--- src/rtl/edge_generator_pkg.sv ---
// ============================================================================
// Module  : edge_generator_pkg
// Brief   : State encodings and default widths shared by the edge generator.
// Revision: 1.0  initial release
// ============================================================================
`default_nettype none

package edge_generator_pkg;

    localparam int C_CNT_W_DEFAULT = 16;
    localparam int C_REP_W_DEFAULT = 8;

    typedef enum logic [1:0] {
        ST_IDLE  = 2'd0,
        ST_DELAY = 2'd1,
        ST_HIGH  = 2'd2,
        ST_LOW   = 2'd3
    } state_t;

endpackage

`default_nettype wire

--- src/rtl/edge_generator_down_counter.sv ---
// ============================================================================
// Module  : down_counter
// Brief   : Loadable down counter that holds at zero, with a zero flag.
// Revision: 1.0  initial release
// ============================================================================
`default_nettype none

module down_counter #(
    parameter int WIDTH = 16
) (
    input  logic             clk_i,
    input  logic             rst_n_i,
    input  logic             load_i,
    input  logic [WIDTH-1:0] load_val_i,
    input  logic             en_i,
    output logic             zero_o
);

    logic [WIDTH-1:0] r_count;

    // Saturating at zero keeps a stray enable from wrapping into a huge period.
    always_ff @(posedge clk_i) begin
        if (!rst_n_i) begin
            r_count <= '0;
        end else if (load_i) begin
            r_count <= load_val_i;
        end else if (en_i && (r_count != '0)) begin
            r_count <= r_count - WIDTH'(1);
        end
    end

    assign zero_o = (r_count == '0);

endmodule

`default_nettype wire

--- src/rtl/edge_generator.sv ---
// ============================================================================
// Module  : edge_generator
// Brief   : Programmable pulse-train generator (delay, high, low, repeat).
// Revision: 1.0  initial release
// ============================================================================
`default_nettype none

module edge_generator
    import edge_generator_pkg::*;
#(
    parameter int CNT_W = C_CNT_W_DEFAULT,
    parameter int REP_W = C_REP_W_DEFAULT
) (
    input  logic             clk_i,
    input  logic             rst_n_i,
    input  logic             start_i,
    output logic             ready_o,
    input  logic [CNT_W-1:0] delay_i,
    input  logic [CNT_W-1:0] high_i,
    input  logic [CNT_W-1:0] low_i,
    input  logic [REP_W-1:0] count_i,
    input  logic             abort_i,
    output logic             signal_o,
    output logic             rising_o,
    output logic             falling_o,
    output logic             busy_o,
    output logic             done_o
);

    state_t           r_state;
    logic [CNT_W-1:0] r_high_m1;
    logic [CNT_W-1:0] r_low_m1;
    logic [REP_W-1:0] r_pulses;
    logic             r_continuous;
    logic             r_signal;
    logic             r_rising;
    logic             r_falling;
    logic             r_busy;
    logic             r_done;
    logic             r_ready;

    logic             w_ld;
    logic             w_en;
    logic [CNT_W-1:0] w_ld_val;
    logic             w_zero;

    // Delay loads the raw value so DELAY lasts delay+1 cycles, matching the
    // one-cycle arming step a zero-delay train spends in HIGH before rising.
    always_comb begin
        w_ld     = 1'b0;
        w_en     = 1'b0;
        w_ld_val = '0;
        if (r_state == ST_IDLE) begin
            if (start_i) begin
                w_ld     = 1'b1;
                w_ld_val = delay_i;
            end
        end else if (!abort_i) begin
            case (r_state)
                ST_DELAY, ST_LOW: begin
                    if (w_zero) begin
                        w_ld     = 1'b1;
                        w_ld_val = r_high_m1;
                    end else begin
                        w_en = 1'b1;
                    end
                end
                ST_HIGH: begin
                    if (!r_signal) begin
                        w_ld     = 1'b1;
                        w_ld_val = r_high_m1;
                    end else if (w_zero) begin
                        w_ld     = 1'b1;
                        w_ld_val = r_low_m1;
                    end else begin
                        w_en = 1'b1;
                    end
                end
                default: ;
            endcase
        end
    end

    down_counter #(
        .WIDTH (CNT_W)
    ) u_phase_cnt (
        .clk_i      (clk_i),
        .rst_n_i    (rst_n_i),
        .load_i     (w_ld),
        .load_val_i (w_ld_val),
        .en_i       (w_en),
        .zero_o     (w_zero)
    );

    always_ff @(posedge clk_i) begin
        if (!rst_n_i) begin
            r_state      <= ST_IDLE;
            r_high_m1    <= '0;
            r_low_m1     <= '0;
            r_pulses     <= '0;
            r_continuous <= 1'b0;
            r_signal     <= 1'b0;
            r_rising     <= 1'b0;
            r_falling    <= 1'b0;
            r_busy       <= 1'b0;
            r_done       <= 1'b0;
            r_ready      <= 1'b1;
        end else begin
            r_rising  <= 1'b0;
            r_falling <= 1'b0;
            r_done    <= 1'b0;
            if (r_state == ST_IDLE) begin
                if (start_i) begin
                    r_high_m1    <= (high_i == '0) ? '0 : high_i - CNT_W'(1);
                    r_low_m1     <= (low_i == '0) ? '0 : low_i - CNT_W'(1);
                    r_pulses     <= count_i;
                    r_continuous <= (count_i == '0);
                    r_busy       <= 1'b1;
                    r_ready      <= 1'b0;
                    r_state      <= (delay_i != '0) ? ST_DELAY : ST_HIGH;
                end
            end else if (abort_i) begin
                r_state   <= ST_IDLE;
                r_signal  <= 1'b0;
                r_falling <= r_signal;
                r_done    <= 1'b1;
                r_busy    <= 1'b0;
                r_ready   <= 1'b1;
            end else begin
                case (r_state)
                    ST_DELAY, ST_LOW: begin
                        if (w_zero) begin
                            r_state  <= ST_HIGH;
                            r_signal <= 1'b1;
                            r_rising <= 1'b1;
                        end
                    end
                    ST_HIGH: begin
                        if (!r_signal) begin
                            r_signal <= 1'b1;
                            r_rising <= 1'b1;
                        end else if (w_zero) begin
                            r_signal  <= 1'b0;
                            r_falling <= 1'b1;
                            if (!r_continuous) begin
                                r_pulses <= r_pulses - REP_W'(1);
                            end
                            if (!r_continuous && (r_pulses == REP_W'(1))) begin
                                r_state <= ST_IDLE;
                                r_done  <= 1'b1;
                                r_busy  <= 1'b0;
                                r_ready <= 1'b1;
                            end else begin
                                r_state <= ST_LOW;
                            end
                        end
                    end
                    default: ;
                endcase
            end
        end
    end

    assign signal_o  = r_signal;
    assign rising_o  = r_rising;
    assign falling_o = r_falling;
    assign busy_o    = r_busy;
    assign done_o    = r_done;
    assign ready_o   = r_ready;

endmodule

`default_nettype wire
--- config.mk ---
export PLATFORM = sky130hd
export DESIGN_NAME = edge_generator
export DESIGN_NICKNAME = d
export VERILOG_FILES = /design/src/rtl/edge_generator_pkg.sv /design/src/rtl/edge_generator_down_counter.sv /design/src/rtl/edge_generator.sv
export SDC_FILE = /design/constraint.sdc
export NUM_CORES = 1
export LEC_CHECK = 0
export ABC_AREA = 1
export BUFFER_PORTS_ARGS = -buffer_cell sky130_fd_sc_hd__buf_2
export CORE_AREA = 2 2 105 107
export CTS_BUF_LIST = sky130_fd_sc_hd__clkbuf_16
export CTS_CLUSTER_SIZE = 30
export DETAILED_ROUTE_END_ITERATION = 12
export DIE_AREA = 0 0 107 109
export SYNTH_ARGS = -nofsm -noshare
export SYNTH_HDL_FRONTEND = slang
export SYNTH_SLANG_ARGS = --single-unit
--- constraint.sdc ---
create_clock -name clk_i -period 3.2 [get_ports clk_i]
set_clock_uncertainty 0.1 [all_clocks]
set_input_delay 0.48 -clock clk_i [delete_from_list [all_inputs] [get_ports clk_i]]
set_output_delay 0.48 -clock clk_i [all_outputs]
set_load 0.1 [all_outputs]
==> results.yml, run 1 <==
status:
  status: "completed"
finish:
  syn_to_final_growth_pct: 14.2
  antenna_cells: 0
  final_common_cell: "nand2_1"
  layout_common_cells: "nand2_1, nor2_1, nand3_1, dfxtp_1, buf_2"
  finish.utilization: 0.495
  layout-drive-gt1-share: 0.167
  nFillCells: 1132
  fin_nets: 848
routing:
  detail-route-antenna-nets: 0
  wirelength_um: 12700
  vias: 4731
  drtIter0Drc: 286
  post_drt_via_cell_ratio: 5.11
  drc: 0
  drt_first_pass_iters: 5
  wl_per_cell_um: 13.8
cts:
  cts_setup_buffers: 0
  cts-resized-gates: 0
  cts_htree_levels: 3
  path_clk_slew_ns: 0.06
  ctsHoldBuffers: 0
  clock_latency_ns: 0.33
  clock_path_buffers: 2
  cts.sink_count: 65
  cts_buffers: 9
  clk_root_buffer_cell: "clkbuf_16"
  cts_tree: "built"
global_route:
  grt_pass1_vias: 4378
  grt_usage: 0.229
  grt_pass1_wl_um: 21300
  antenna_found_initial: 0
  grt_max_degree: 34
  grt_overflow: 0
sta:
  hold_violations: 0
  slew_headroom: 0.511
  clock.fmax_ghz: 0.427
  setup_violations: 0
  tightestPinTransition_ns: 0.731
  setup_tns_ns: 0
  post-route-min-period_ns: 2.34
  grt_setup_unrepaired: "no"
  post-route-period-util: 0.732
  holdWs_ns: 0.367
  maxSlewViolCount: 0
yosys:
  synth.distinct_cells: 40
  ys.warnings.count: 0
  avgSynthCellArea_um2: 6.31
  yosys_most_used_dff: "dfxtp_1"
  syn_nets: 796
  ys_seq_area_frac: 0.283
  synthCells: 728
  synth_edf_count: 0
  synthesis.area_um2: 4590
  async_reset_ff_frac: 0
  synth-seq-cells: 65
critical_path:
  worstRegToRegCells: 9
  cp-start-kind: "flop"
  cp-end-kind: "flop"
  worstReg2RegEnd: "u_phase_cnt.r_count[10]"
  rrSetupSlack_ns: 0.86
  rr_startpoint: "r_state[0]"
  crit_start: "r_state[0]"
  worstPathRequired_ns: 3.31
  cp.arrival_ns: 2.46
  crit_fanout: 19
  crit_path_end: "u_phase_cnt.r_count[10]"
  crit_type: "flop to flop"
floorplan:
  die_w_um: 107
  start_util: 0.433
  core_area_um2: 10600
  die_y_um: 109
  num_rows: 38
  ios: 66
  dieArea_um2: 11700
placed_design:
  portBuffers: 65
  place_hpwl_um: 9740
  place_congestion: 0.918
power:
  vdd_drop_max_v: 0.000395
  pwr-share-comb: 0.515
  p_clk_frac: 0.209
  leakagePower_uw: 0.00233
  seq_power_share: 0.277
  p_sw_uw: 2260
  intPower_uw: 2440
  power_density_nw_per_um2: 894
  swShare: 0.481
worst_hold_path:
  min-delay-path-class: "flop to flop"
run:
  cap_violations: 0
routing by layer:
metal  track usage  vias to the layer above  wire length, um
met5             0                        -                0
met4        0.0751                        0              224
met3        0.0365                       16              543
met2         0.375                      106             5790
met1         0.309                     2128             6180
li1              -                     2481                -
power by group through the flow:
| stage | sequential (uW) | combinational, uW | clock (uW) |
|---|---|---|---|
| 5_1_grt | 1340 | 2760 | 1030 |
| 6_report | 1300 | 2410 | 979 |
| 3_5_place_dp | 1310 | 2390 | 0 |
| 4_1_cts | 1300 | 2410 | 998 |
| 2_1_floorplan | 1350 | 1900 | 0 |
| 3_3_place_gp | 1310 | 2360 | 0 |
critical path: stages, from the launching register on:
cell and delay, ns:
dfxtp_1 0.56, nor2_8 0.13, nor2_2 0.19, inv_1 0.23, nand2_1 0.49, inv_1 0.15, a21oi_1 0.15, nand2_1 0.07
nor2_1 0.09, nor2_1 0.05
cells by family (layout without fill, tap and decap cells):
| group | after synthesis | after routing | share of synthesized area |
|---|---|---|---|
| xor+xnor | 24 | 24 | 0.0458 |
| simple gates | 430 | 430 | 0.424 |
| compound gates | 113 | 113 | 0.136 |
| buf+inv | 86 | 143 | 0.0844 |
| mux | 2 | 2 | 0.00436 |
| flops | 65 | 65 | 0.283 |
| fa+ha+maj | 8 | 8 | 0.0218 |
through the flow:
step / instance area, um2 / total power [uW] / setup slack (ns) / cells
final: 5250 / 4690 / 0.857 / 925
after global routing: 5250 / 5120 / 0.622 / 925
after CTS: 5250 / 4700 / 0.861 / 925
after detailed placement: 4950 / 3700 / 0.829 / 909
after global placement: 4950 / 3670 / 0.947 / 909
after floorplan: 4590 / 3250 / 1.00 / 728
registers in the layout, indices dropped and copies added, names as in the netlist:
register / count
rising_o: 1
done_o: 1
r_continuous: 1
ready_o: 1
signal_o: 1
r_state: 2
r_low_m1: 16
busy_o: 1
u_phase_cnt.r_count: 16
r_high_m1: 16
r_pulses: 8
falling_o: 1
layout make-up:
class	instances	area (um2)	area share
Multi-Input combinational cell	577	2900	0.554
Inverter	59	221	0.0422
Clock buffer	9	225	0.0429
Clock inverter	7	71.3	0.0136
Sequential cell	65	1300	0.248
Timing Repair Buffer	68	348	0.0663
Tap cell	140	175	0.0334
cells in the mapped netlist, drive strengths merged, types with 5 or more instances:
library cell | count | area [um2]
a21oi | 59 | 314
buf | 16 | 125
clkbuf | 11 | 41.3
dfxtp | 65 | 1300
ha | 8 | 100
inv | 58 | 218
nand2 | 198 | 781
nand3 | 74 | 390
nand3b | 5 | 37.5
nand4 | 14 | 103
nor2 | 122 | 537
nor3 | 6 | 30.0
o21ai | 46 | 230
xnor2 | 6 | 52.6
xor2 | 18 | 158
worst min path at each step:
stage	from	endpoint	cells after the start
2_1_floorplan	r_high_m1[0]	r_high_m1[0]	2
3_3_place_gp	r_high_m1[12]	r_high_m1[12]	2
3_5_place_dp	r_high_m1[9]	r_high_m1[9]	2
4_1_cts	high_i[0]	r_high_m1[0]	4
5_1_grt	r_high_m1[6]	r_high_m1[6]	2
6_report	r_high_m1[5]	r_high_m1[5]	2
(Power assumes the default switching activity.)
==> run 2: changes to the inputs <==
- clock period: 3.2 -> 2.45 ns (I/O delays scaled with it)
==> run 2 against run 1 <==
Non-clock buffer count is 6 higher; via count is 0.97% higher; setup slack lost 0.42 ns; global-route usage is 0.17 points lower; clock-buffer cell count did not move; flip-flop and latch count is the same; routed wire length down 0.70%; worst hold slack got worse by 0.11 ns.
==> results.yml, run 2 (synthesis results as in run 1) <==
finish:
  antenna_cells: 0
  layout-drive-gt1-share: 0.170
  reg_top3: "r_high_m1: 16 flops, r_low_m1: 16 flops, u_phase_cnt.r_count: 16 flops"
  final_common_cell: "nand2_1"
  layout_common_cells: "nand2_1, nor2_1, nand3_1, dfxtp_1, buf_2"
  syn_to_final_growth_pct: 14.3
  fin_nets: 854
  nFillCells: 1115
sta:
  holdWs_ns: 0.253
  slew_headroom: 0.682
  setup_tns_ns: 0
  hold_violations: 0
  clock.fmax_ghz: 0.497
  post-route-min-period_ns: 2.01
  post-route-period-util: 0.821
  maxSlewViolCount: 0
  setup_violations: 0
  grt_setup_unrepaired: "no"
  tightestPinTransition_ns: 0.475
placed_design:
  place_hpwl_um: 9880
  portBuffers: 65
  place_congestion: 0.889
cts:
  cts-resized-gates: 0
  path_clk_slew_ns: 0.05
  cts_setup_buffers: 0
  cts_buffers: 9
  ctsHoldBuffers: 0
  clock_path_buffers: 2
  cts_htree_levels: 3
  clock_latency_ns: 0.33
  cts_tree: "built"
  clk_root_buffer_cell: "clkbuf_16"
  cts.sink_count: 65
routing:
  detail-route-antenna-nets: 0
  post_drt_via_cell_ratio: 5.14
  vias: 4777
  wl_per_cell_um: 13.6
  drc: 0
  drt_first_pass_iters: 5
  drtIter0Drc: 289
  wirelength_um: 12600
critical_path:
  rrSetupSlack_ns: 0.44
  crit_type: "flop to flop"
  slowest_delay_ns: 0.42
  worstPathRequired_ns: 2.57
  crit_fanout: 19
  path_cells: "nor2_8 > nor2_2 > inv_1 > nand2_1 > buf_4 > o21ai_0 > nor2_1"
  cp-end-kind: "flop"
  cp-start-kind: "flop"
  crit_path_top_delay_cell: "dfxtp_1"
  cp.arrival_ns: 2.13
floorplan:
  die_w_um: 107
  ios: 66
  num_rows: 38
  core_area_um2: 10600
  dieArea_um2: 11700
  die_y_um: 109
  start_util: 0.433
global_route:
  grt_usage: 0.227
  grt_overflow: 0
  grt_pass1_wl_um: 20900
  grt_pass1_vias: 4454
  grt_max_degree: 33
  antenna_found_initial: 0
worst_hold_path:
  min-delay-path-class: "input pin to flop"
run:
  cap_violations: 0
power:
  leakagePower_uw: 0.00235
  power_density_nw_per_um2: 1150
  vdd_drop_max_v: 0.000491
status:
  status: "completed"
## run 2: cell count changes in the layout (fill, tap and decap cells not counted), sizes merged
| cell | previous run | this run |
|---|---|---|
| bufinv | 1 | 0 |
| inv | 58 | 60 |
| clkinvlp | 2 | 1 |
| buf | 68 | 74 |
| clkinv | 5 | 4 |
## run 2: critical path, delay by kind of cell, from the launching register on
kind | cells | cell delay, ns
DFF | 1 | 0.42
buffers and inverters | 2 | 0.55
AOI/OAI and AO/OA | 1 | 0.16
and+or+nand+nor | 4 | 0.66
## run 2: final timing paths
path | cells after the start | endpoint | startpoint
min | 4 | r_low_m1[0] | low_i[0]
max reg2reg | 7 | u_phase_cnt.r_count[2] | r_state[0]
max | 7 | u_phase_cnt.r_count[2] | r_state[0]
min reg2reg | 2 | r_high_m1[5] | r_high_m1[5]
## run 2: layout make-up
| class | count | area [um2] | share of cell area |
|---|---|---|---|
| clock buffers | 9 | 225 | 0.0429 |
| clock inverters | 6 | 28.8 | 0.00548 |
| inverters | 59 | 221 | 0.0422 |
| multi-input cells | 577 | 2900 | 0.553 |
| flip-flops and latches | 65 | 1300 | 0.248 |
| well taps | 140 | 175 | 0.0334 |
| repair buffers | 74 | 393 | 0.0749 |
## run 2: metal layers
layer	track usage	share of wire	wire (um)	vias up
met5	0	0	0	-
met1	0.300	0.48	6010	2148
met3	0.0383	0.050	632	20
li1	-	-	-	2484
met2	0.378	0.46	5800	125
met4	0.0779	0.016	206	0
## run 2: through the flow
stage	area (um2)	util	total power [uW]	std cells	setup slack (ns)
2_1_floorplan	4590	-	4240	728	0.253
3_3_place_gp	4990	0.471	4860	915	0.491
3_5_place_dp	4990	0.471	4910	915	0.455
4_1_cts	5250	0.495	6050	930	0.443
5_1_grt	5250	0.495	6580	930	0.195
6_report	5250	0.495	6060	930	0.440
## run 2: power by group
group          internal (uW)  total (uW)  switching, uW
clock                    663        1130            463
sequential              1370        1710            340
combinational           1070        3220           2150
total                   3110        6060           2950
